$ cat config.mk
export PLATFORM = sky130hd
export DESIGN_NAME = id_alu_decode
export DESIGN_NICKNAME = d
export VERILOG_FILES = /design/src/rtl/id_alu_decode.sv
export SDC_FILE = /design/constraint.sdc
export NUM_CORES = 1
export LEC_CHECK = 0
export ABC_AREA = 0
export CORE_UTILIZATION = 35
export CTS_CLUSTER_SIZE = 14
export DETAILED_ROUTE_END_ITERATION = 10
export PLACE_DENSITY = 0.77
export SYNTH_ARGS = -nofsm -noshare
export SYNTH_HDL_FRONTEND = slang
export SYNTH_SLANG_ARGS = --single-unit
$ cat constraint.sdc
create_clock -name clk -period 2.3 [get_ports clk]
set_input_delay 0.46 -clock clk [delete_from_list [all_inputs] [get_ports clk]]
set_output_delay 0.46 -clock clk [all_outputs]
set_load 0.1 [all_outputs]
$ cat src/rtl/id_alu_decode.sv
// ID/EX issue stage: decodes one MIPS instruction into a one-hot ALU op and operands, and registers them behind a valid/ready handshake.
// Optional: define ID_DECODE_RI_EXC_EN to register a reserved-instruction flag on out_ri; otherwise out_ri is tied low.
module id_alu_decode (
  input  logic        clk,
  input  logic        resetn,
  input  logic        in_valid,
  output logic        in_ready,
  input  logic [31:0] in_inst,
  input  logic [31:0] in_rs_value,
  input  logic [31:0] in_rt_value,
  input  logic        flush,
  output logic        out_valid,
  input  logic        out_ready,
  output logic [11:0] out_aluop,
  output logic [31:0] out_src1,
  output logic [31:0] out_src2,
  output logic [4:0]  out_dest,
  output logic        out_reg_we,
  output logic        out_mem_re,
  output logic        out_mem_we,
  output logic [31:0] out_store_data,
  output logic        out_ri
);
  localparam logic [11:0] OP_ADD  = 12'h800, OP_SUB = 12'h400, OP_SLT = 12'h200,
                          OP_SLTU = 12'h100, OP_AND = 12'h080, OP_NOR = 12'h040,
                          OP_OR   = 12'h020, OP_XOR = 12'h010, OP_SLL = 12'h008,
                          OP_SRL  = 12'h004, OP_SRA = 12'h002, OP_LUI = 12'h001;

  typedef struct packed {
    logic [11:0] aluop;
    logic [31:0] src1;
    logic [31:0] src2;
    logic [4:0]  dest;
    logic        reg_we;
    logic        mem_re;
    logic        mem_we;
    logic [31:0] store_data;
  } idex_t;

  logic [5:0]  op, funct;
  logic [4:0]  rt, rd, sa;
  logic [31:0] sext, zext;
  logic        unused_rs_field;
  idex_t       dec, q;
  logic        vld_q, accept;

  assign op    = in_inst[31:26];
  assign rt    = in_inst[20:16];
  assign rd    = in_inst[15:11];
  assign sa    = in_inst[10:6];
  assign funct = in_inst[5:0];
  assign sext  = {{16{in_inst[15]}}, in_inst[15:0]};
  assign zext  = {16'b0, in_inst[15:0]};
  // Register operands arrive already forwarded, so the rs field itself is not needed.
  assign unused_rs_field = ^in_inst[25:21];

  always_comb begin
    dec      = '0;
    dec.src1 = in_rs_value;
    dec.src2 = in_rt_value;
    case (op)
      6'h00: begin
        dec.dest   = rd;
        dec.reg_we = 1'b1;
        case (funct)
          6'h20, 6'h21: dec.aluop = OP_ADD;
          6'h22, 6'h23: dec.aluop = OP_SUB;
          6'h2a: dec.aluop = OP_SLT;
          6'h2b: dec.aluop = OP_SLTU;
          6'h24: dec.aluop = OP_AND;
          6'h25: dec.aluop = OP_OR;
          6'h26: dec.aluop = OP_XOR;
          6'h27: dec.aluop = OP_NOR;
          6'h00: begin dec.aluop = OP_SLL; dec.src1 = {27'b0, sa}; end
          6'h02: begin dec.aluop = OP_SRL; dec.src1 = {27'b0, sa}; end
          6'h03: begin dec.aluop = OP_SRA; dec.src1 = {27'b0, sa}; end
          6'h04: dec.aluop = OP_SLL;
          6'h06: dec.aluop = OP_SRL;
          6'h07: dec.aluop = OP_SRA;
          default: dec.reg_we = 1'b0;
        endcase
      end
      6'h08, 6'h09: begin dec.aluop = OP_ADD;  dec.src2 = sext; dec.dest = rt; dec.reg_we = 1'b1; end
      6'h0a:        begin dec.aluop = OP_SLT;  dec.src2 = sext; dec.dest = rt; dec.reg_we = 1'b1; end
      6'h0b:        begin dec.aluop = OP_SLTU; dec.src2 = sext; dec.dest = rt; dec.reg_we = 1'b1; end
      6'h0c:        begin dec.aluop = OP_AND;  dec.src2 = zext; dec.dest = rt; dec.reg_we = 1'b1; end
      6'h0d:        begin dec.aluop = OP_OR;   dec.src2 = zext; dec.dest = rt; dec.reg_we = 1'b1; end
      6'h0e:        begin dec.aluop = OP_XOR;  dec.src2 = zext; dec.dest = rt; dec.reg_we = 1'b1; end
      6'h0f:        begin dec.aluop = OP_LUI;  dec.src2 = zext; dec.dest = rt; dec.reg_we = 1'b1; end
      6'h23: begin
        dec.aluop = OP_ADD; dec.src2 = sext; dec.dest = rt; dec.reg_we = 1'b1; dec.mem_re = 1'b1;
      end
      6'h2b: begin
        dec.aluop = OP_ADD; dec.src2 = sext; dec.mem_we = 1'b1; dec.store_data = in_rt_value;
      end
      default: ;
    endcase
    if (!dec.reg_we) dec.dest = '0;
  end

  assign in_ready = !vld_q || out_ready;
  assign accept   = in_valid && in_ready && !flush;

  always_ff @(posedge clk) begin
    if (!resetn) begin
      vld_q <= 1'b0;
      q     <= '0;
    end else if (flush) begin
      vld_q <= 1'b0;
    end else if (accept) begin
      vld_q <= 1'b1;
      q     <= dec;
    end else if (out_ready) begin
      vld_q <= 1'b0;
    end
  end

`ifdef ID_DECODE_RI_EXC_EN
  logic ri_q;
  // Every legal encoding sets exactly one aluop bit, so an empty aluop marks a reserved one.
  always_ff @(posedge clk) begin
    if (!resetn)     ri_q <= 1'b0;
    else if (accept) ri_q <= ~|dec.aluop;
  end
  assign out_ri = ri_q;
`else
  assign out_ri = 1'b0;
`endif

  assign out_valid      = vld_q;
  assign out_aluop      = q.aluop;
  assign out_src1       = q.src1;
  assign out_src2       = q.src2;
  assign out_dest       = q.dest;
  assign out_reg_we     = q.reg_we;
  assign out_mem_re     = q.mem_re;
  assign out_mem_we     = q.mem_we;
  assign out_store_data = q.store_data;
endmodule

* Word-level counts from Yosys, hierarchy flattened
Index checks and enable logic that the tools add are counted.
** Storage, ports and cells
- Register bits :: 117
- Input bits :: 101
- Logic and storage cells :: 69
- Output and inout bits :: 119
** Cells by class
- Bitwise operators :: 2
- Mux-type cells :: 12
- Reductions and logical operators :: 21
- Eq/ne operators :: 25
** Operators with widths (count)
- one-hot mux 12 bit (11 select lines) :: 1
- one-hot mux 12 bit (8 select lines) :: 1
- == test 6 bit, second input constant :: 12
- 2-to-1 mux 32 bit :: 2
- one-hot mux 32 bit (2 select lines) :: 1
- == test 6 x 4 -> 1 bit, second input constant :: 8
- 2-to-1 mux 33 bit :: 1
- == test 6 x 3 -> 1 bit, second input constant :: 3
- OR reduction 16 bit :: 1
- == test 6 x 2 -> 1 bit, second input constant :: 2
- logical NOT 6 bit :: 2
- one-hot mux 6 bit (2 select lines) :: 1
- OR reduction 2 bit :: 6
- OR reduction 9 bit :: 1
- OR reduction 4 bit :: 2
- OR reduction 6 bit :: 1
- 2-to-1 mux 5 bit :: 1
- 2-to-1 mux 1 bit :: 4
- OR reduction 3 bit :: 1
- logical AND 1 bit :: 2
- logical NOT 1 bit :: 2
- NOT 1 bit :: 2
- AND reduction 2 bit :: 1
- nonzero test 2 bit :: 1
- logical OR 1 bit :: 1

* Longest topological paths before layout
Gate-level depths: netlist of run 1.
- Depth in word-level cells :: 5
- Gate-level depth with buffers :: 7
- Mapped depth without buffers :: 4

* Least setup slack after synthesis of run 1
Ideal clock, no wire load.
- Kind :: register to register
- Start :: reg vld_q, in the netlist out_valid
- End :: reg q, in the netlist out_src1[24]
- Clock period less this slack :: 2.495 ns
- Buffers on the path :: 2
- Setup slack :: -0.195 ns
- Library setup time :: 0.058 ns
- Data required time :: 2.242 ns
- Data arrival time :: 2.436 ns
- Cell stages (with the launch flop) :: 7
- Cell sequence :: dfxtp_1 > nand2b_1 > clkbuf_1 > clkbuf_1 > nand3_1 > a21oi_1 > o21a_1
** Between the ends
- Word-level cells in the longest chain between the ends :: 5
** RTL lines
- start, declared :: line 45 : logic vld_q, accept;
- start signal, assigned :: line 106 : vld_q <= 1'b0;
- start signal, assigned :: line 109 : vld_q <= 1'b0;
- start signal, assigned :: line 111 : vld_q <= 1'b1;
- logical NOT 1 bit :: line 101 : assign in_ready = !vld_q || out_ready;
- logical OR 1 bit :: line 101
- net in_ready :: line 7 : output logic in_ready,
- logical AND 1 bit (2 in a row) :: line 102 : assign accept = in_valid && in_ready && !flush;
- AND reduction 2 bit (no line)
- end signal, assigned :: line 107 : q <= '0;
- end signal, assigned :: line 112 : q <= dec;
- end, declared :: line 44 : idex_t dec, q;
The timed path passes the listed nets, and every way through them passes these cells.
A chain may end at the register's enable or synchronous reset.

* Worst setup path in the final report of run 1
- Start :: in out_ready
- End :: out in_ready
** Between the ends
- Word-level cells in the longest chain between the ends :: 1
** RTL lines
- start, declared :: line 13 : input logic out_ready,
- logical OR 1 bit :: line 101
- end, declared :: line 7
No other way between the ends.

==> results.md, run 1 <==
- Multiplexer area fraction after synthesis: 3.20%
- CP max-delay cell: clkdlybuf4s50_1
- Final Hold Vio Count: 0
- Die Y: 122 um
- Post-synth top area cell: dfxtp_1
- Die X: 122 um
- Initial drt markers: 336
- Main combinational cell family by area after synthesis: compound AO/OA/AOI/OAI gates
- Post-Syn Area: 0.00501 sq mm
- Grt met2 use: 36.7%
- Final Max Tran Viols: 0
- Slew @ Worst Pin: 0.577 ns
- Total track usage: 22.8%
- M1 GR Usage: between 20 and 30%
- Max stage delay on crit path: 0.44 ns
- Placeable Area: 0.0139 sq mm
- Setup crit start kind: input pin
- N_diodes: 0
- Simple-gate share of the synthesized area: 17.7%
- Max-cap viol count: 0
- Reg clk slew, reported paths: ~0.050 ns
- CP max FO: 15
- Tcrit/Tclk final: 88.5%
- H-tree level count: 4
- Commonest non-fill, non-tap cells in the layout: buf_4, dfxtp_1, clkdlybuf4s50_1
- Post-CTS Resized: 0
- Initial core utilization: 36.0%
- Run status: finished, final reports clean
- Mean Syn Cell Area: ~8.7 sq um
- Die ar.: 0.0148 sq mm
- Worst skew pair latency: 0.41 ns
- Final setup violation count: 0
- RSZ-0062 raised after global routing: false
- Cell Pwr Density: between 700 and 800 mW/mm^2
- Top Ports: 220
- Worst EP arrival: around 1.6 ns
- Area contributors post-synth: dfxtp_1, a21oi_1, a32oi_1
- Share of cells above drive strength 1: 25.5%
- Placer congestion estimate: between 0.8 and 0.9
- Slew headroom: 61.5%
- Ys Warns: 0
- Dpl hpwl: 11.5 mm
- Synth top area share: between 40% and 50%
- P&R area growth vs syn: 58.0%
- Global-route met3 utilization: approximately 5.9%
- DR vias: roughly 5200
- Drt pass-1 iters: 6
- Cell Rows: 43
- Hold_buf cts: 0
- Post-synthesis cell type count: 48
- Ys flop type: dfxtp_1
- Residual DRC: 0
- Min-Delay Path Class: reg -> reg
- Xor and xnor area share after synthesis: 0%
- Initial antenna violation count: 0
- Final nets: 896
- Top Usage Layer GRT: met2
- Vias in the first global route: 4936
- Required time of the critical path: ~1.8 ns
- Final global-route overflow total: 0
- Number of port buffers: 213
- LEAKAGE: 0.00338 uW
- Post-synthesis async set-or-reset flop share: 0%
- Post-CTS Setup Inserts: 0
- Fin crit period: 2.03 ns
- CTS tree: built
- Syn nets: a little under 700
- Routed Antenna Nets: 0
- CTS sink count: 117
- Largest net degree at the start of global routing: 59
- WL final: 16.7 mm
- Post-synth EDFFs: 0
- Maximum root-to-sink buffer count: 2
- Final WS setup: 0.265 ns
- First-pass GRT wire length: about 26 mm
- Dpl ws: 0.00803 ns
- Clock Skews: 0.00354 ns
- Vias/cell: 5.28
- Adder-cell share of the synthesized area: 0%
- Crit path cell chain: clkdlybuf4s50_1, nand2b_1, buf_4, buf_12
- CTS buffer count: 17
- Seq cells post-synth: 117
- WL/cell: 16.9 um
- Register area share after synthesis: 46.7%
- CP Capture Type: primary output
- Finished Core Util: 56.8%
- Most common library cell in the layout ignoring fill and taps: buf_4
- Clock root cell: clkbuf_16
- Complex-gate fraction of the synthesized area: 27.0%
- Post-Synthesis Cells: 576
- Peak supply drop: about 0.49 mV
- WS Path Type: in -> out
- Fmax: 492 MHz
- Total chip power: slightly above 6000 uW
## kinds of logic after synthesis
family                 after synthesis
buffers and inverters               61
AO/OA/AOI/OAI                      213
multiplexers                        16
flip-flops                         117
AND/OR/NAND/NOR                    168
other                                1
## sequential cells by signal, indices dropped and copies added (netlist names)
signal,count
out_mem_we,1
out_mem_re,1
out_src1,32
out_src2,32
out_store_data,32
out_reg_we,1
out_aluop,12
out_valid,1
out_dest,5
## through the flow
| step | hold WS [ns] | instance area (sq um) | setup TNS, ns | std cells |
|---|---|---|---|---|
| final | 0.462 | 7920 | 0 | 988 |
| after global routing | 0.480 | 7920 | 0 | 988 |
| after CTS | 0.461 | 7920 | 0 | 988 |
| after detailed placement | 0.447 | 7290 | 0 | 956 |
| after global placement | 0.441 | 7290 | -0.0226 | 956 |
| after floorplan | 0.533 | 5010 | 0 | 576 |
## cell usage after synthesis (all sizes together), types with 2 or more instances
master    n
a32oi    34
and3      2
o21a     27
o21ai    47
nor4bb    2
a211oi   13
buf      11
mux2i    16
nor4      3
nand2b    4
a221oi    2
and2     29
nor2     43
nand2    27
nand4     4
o22ai     2
clkbuf   46
a21oi    79
or3       2
nor2b     3
a32o      2
nor3b     2
nor3      6
nand3    36
dfxtp   117
inv       3
## critical path, delay by kind of cell
kind | cells | cell delay (ns)
AND/OR/NAND/NOR | 1 | 0.20
buffers and inverters | 3 | 0.91
## report_power, final
group	internal [uW]	switching [uW]
clock	1830	940
combinational	394	898
sequential	2110	37.1
## metal layers
layer	wire, um	vias to the layer above
met1	7290	2459
met2	7840	188
met5	0	-
met4	477	0
met3	1120	29
li1	-	2544
## layout make-up
class	instances	area (sq um)
fillers	1253	6020
well taps	180	225
flip-flops and latches	117	2340
multi-input cells	398	2440
clock inverters	13	181
inverters	4	15.0
repair buffers	257	2270
clock buffers	19	443
## path summary, 6_finish.rpt
path                                                 start                          to  slack, ns  cells past startpoint
worst max register to register      out_valid$_SDFFE_PP0P_   out_src1[20]$_SDFFE_PN0P_       0.90                      5
worst max-delay path                             out_ready                    in_ready       0.27                      4
worst min register to register  out_aluop[10]$_SDFFE_PN0P_  out_aluop[10]$_SDFFE_PN0P_       0.46                      2
worst min-delay path            out_aluop[10]$_SDFFE_PN0P_  out_aluop[10]$_SDFFE_PN0P_       0.46                      2
Power figures use the tool's default switching activity.
==> run 2: changes to the inputs <==
- ABC_CLOCK_PERIOD_IN_PS: not set -> 2300
- HOLD_SLACK_MARGIN: not set -> 0.12
==> results of run 2 <==
The final DEF is identical to that of run 1; final timing and power are the same.
==> run 3: changes to the inputs <==
- CAP_MARGIN: not set -> 20
==> results of run 3 <==
The final DEF is identical to that of run 1; final timing and power are the same.
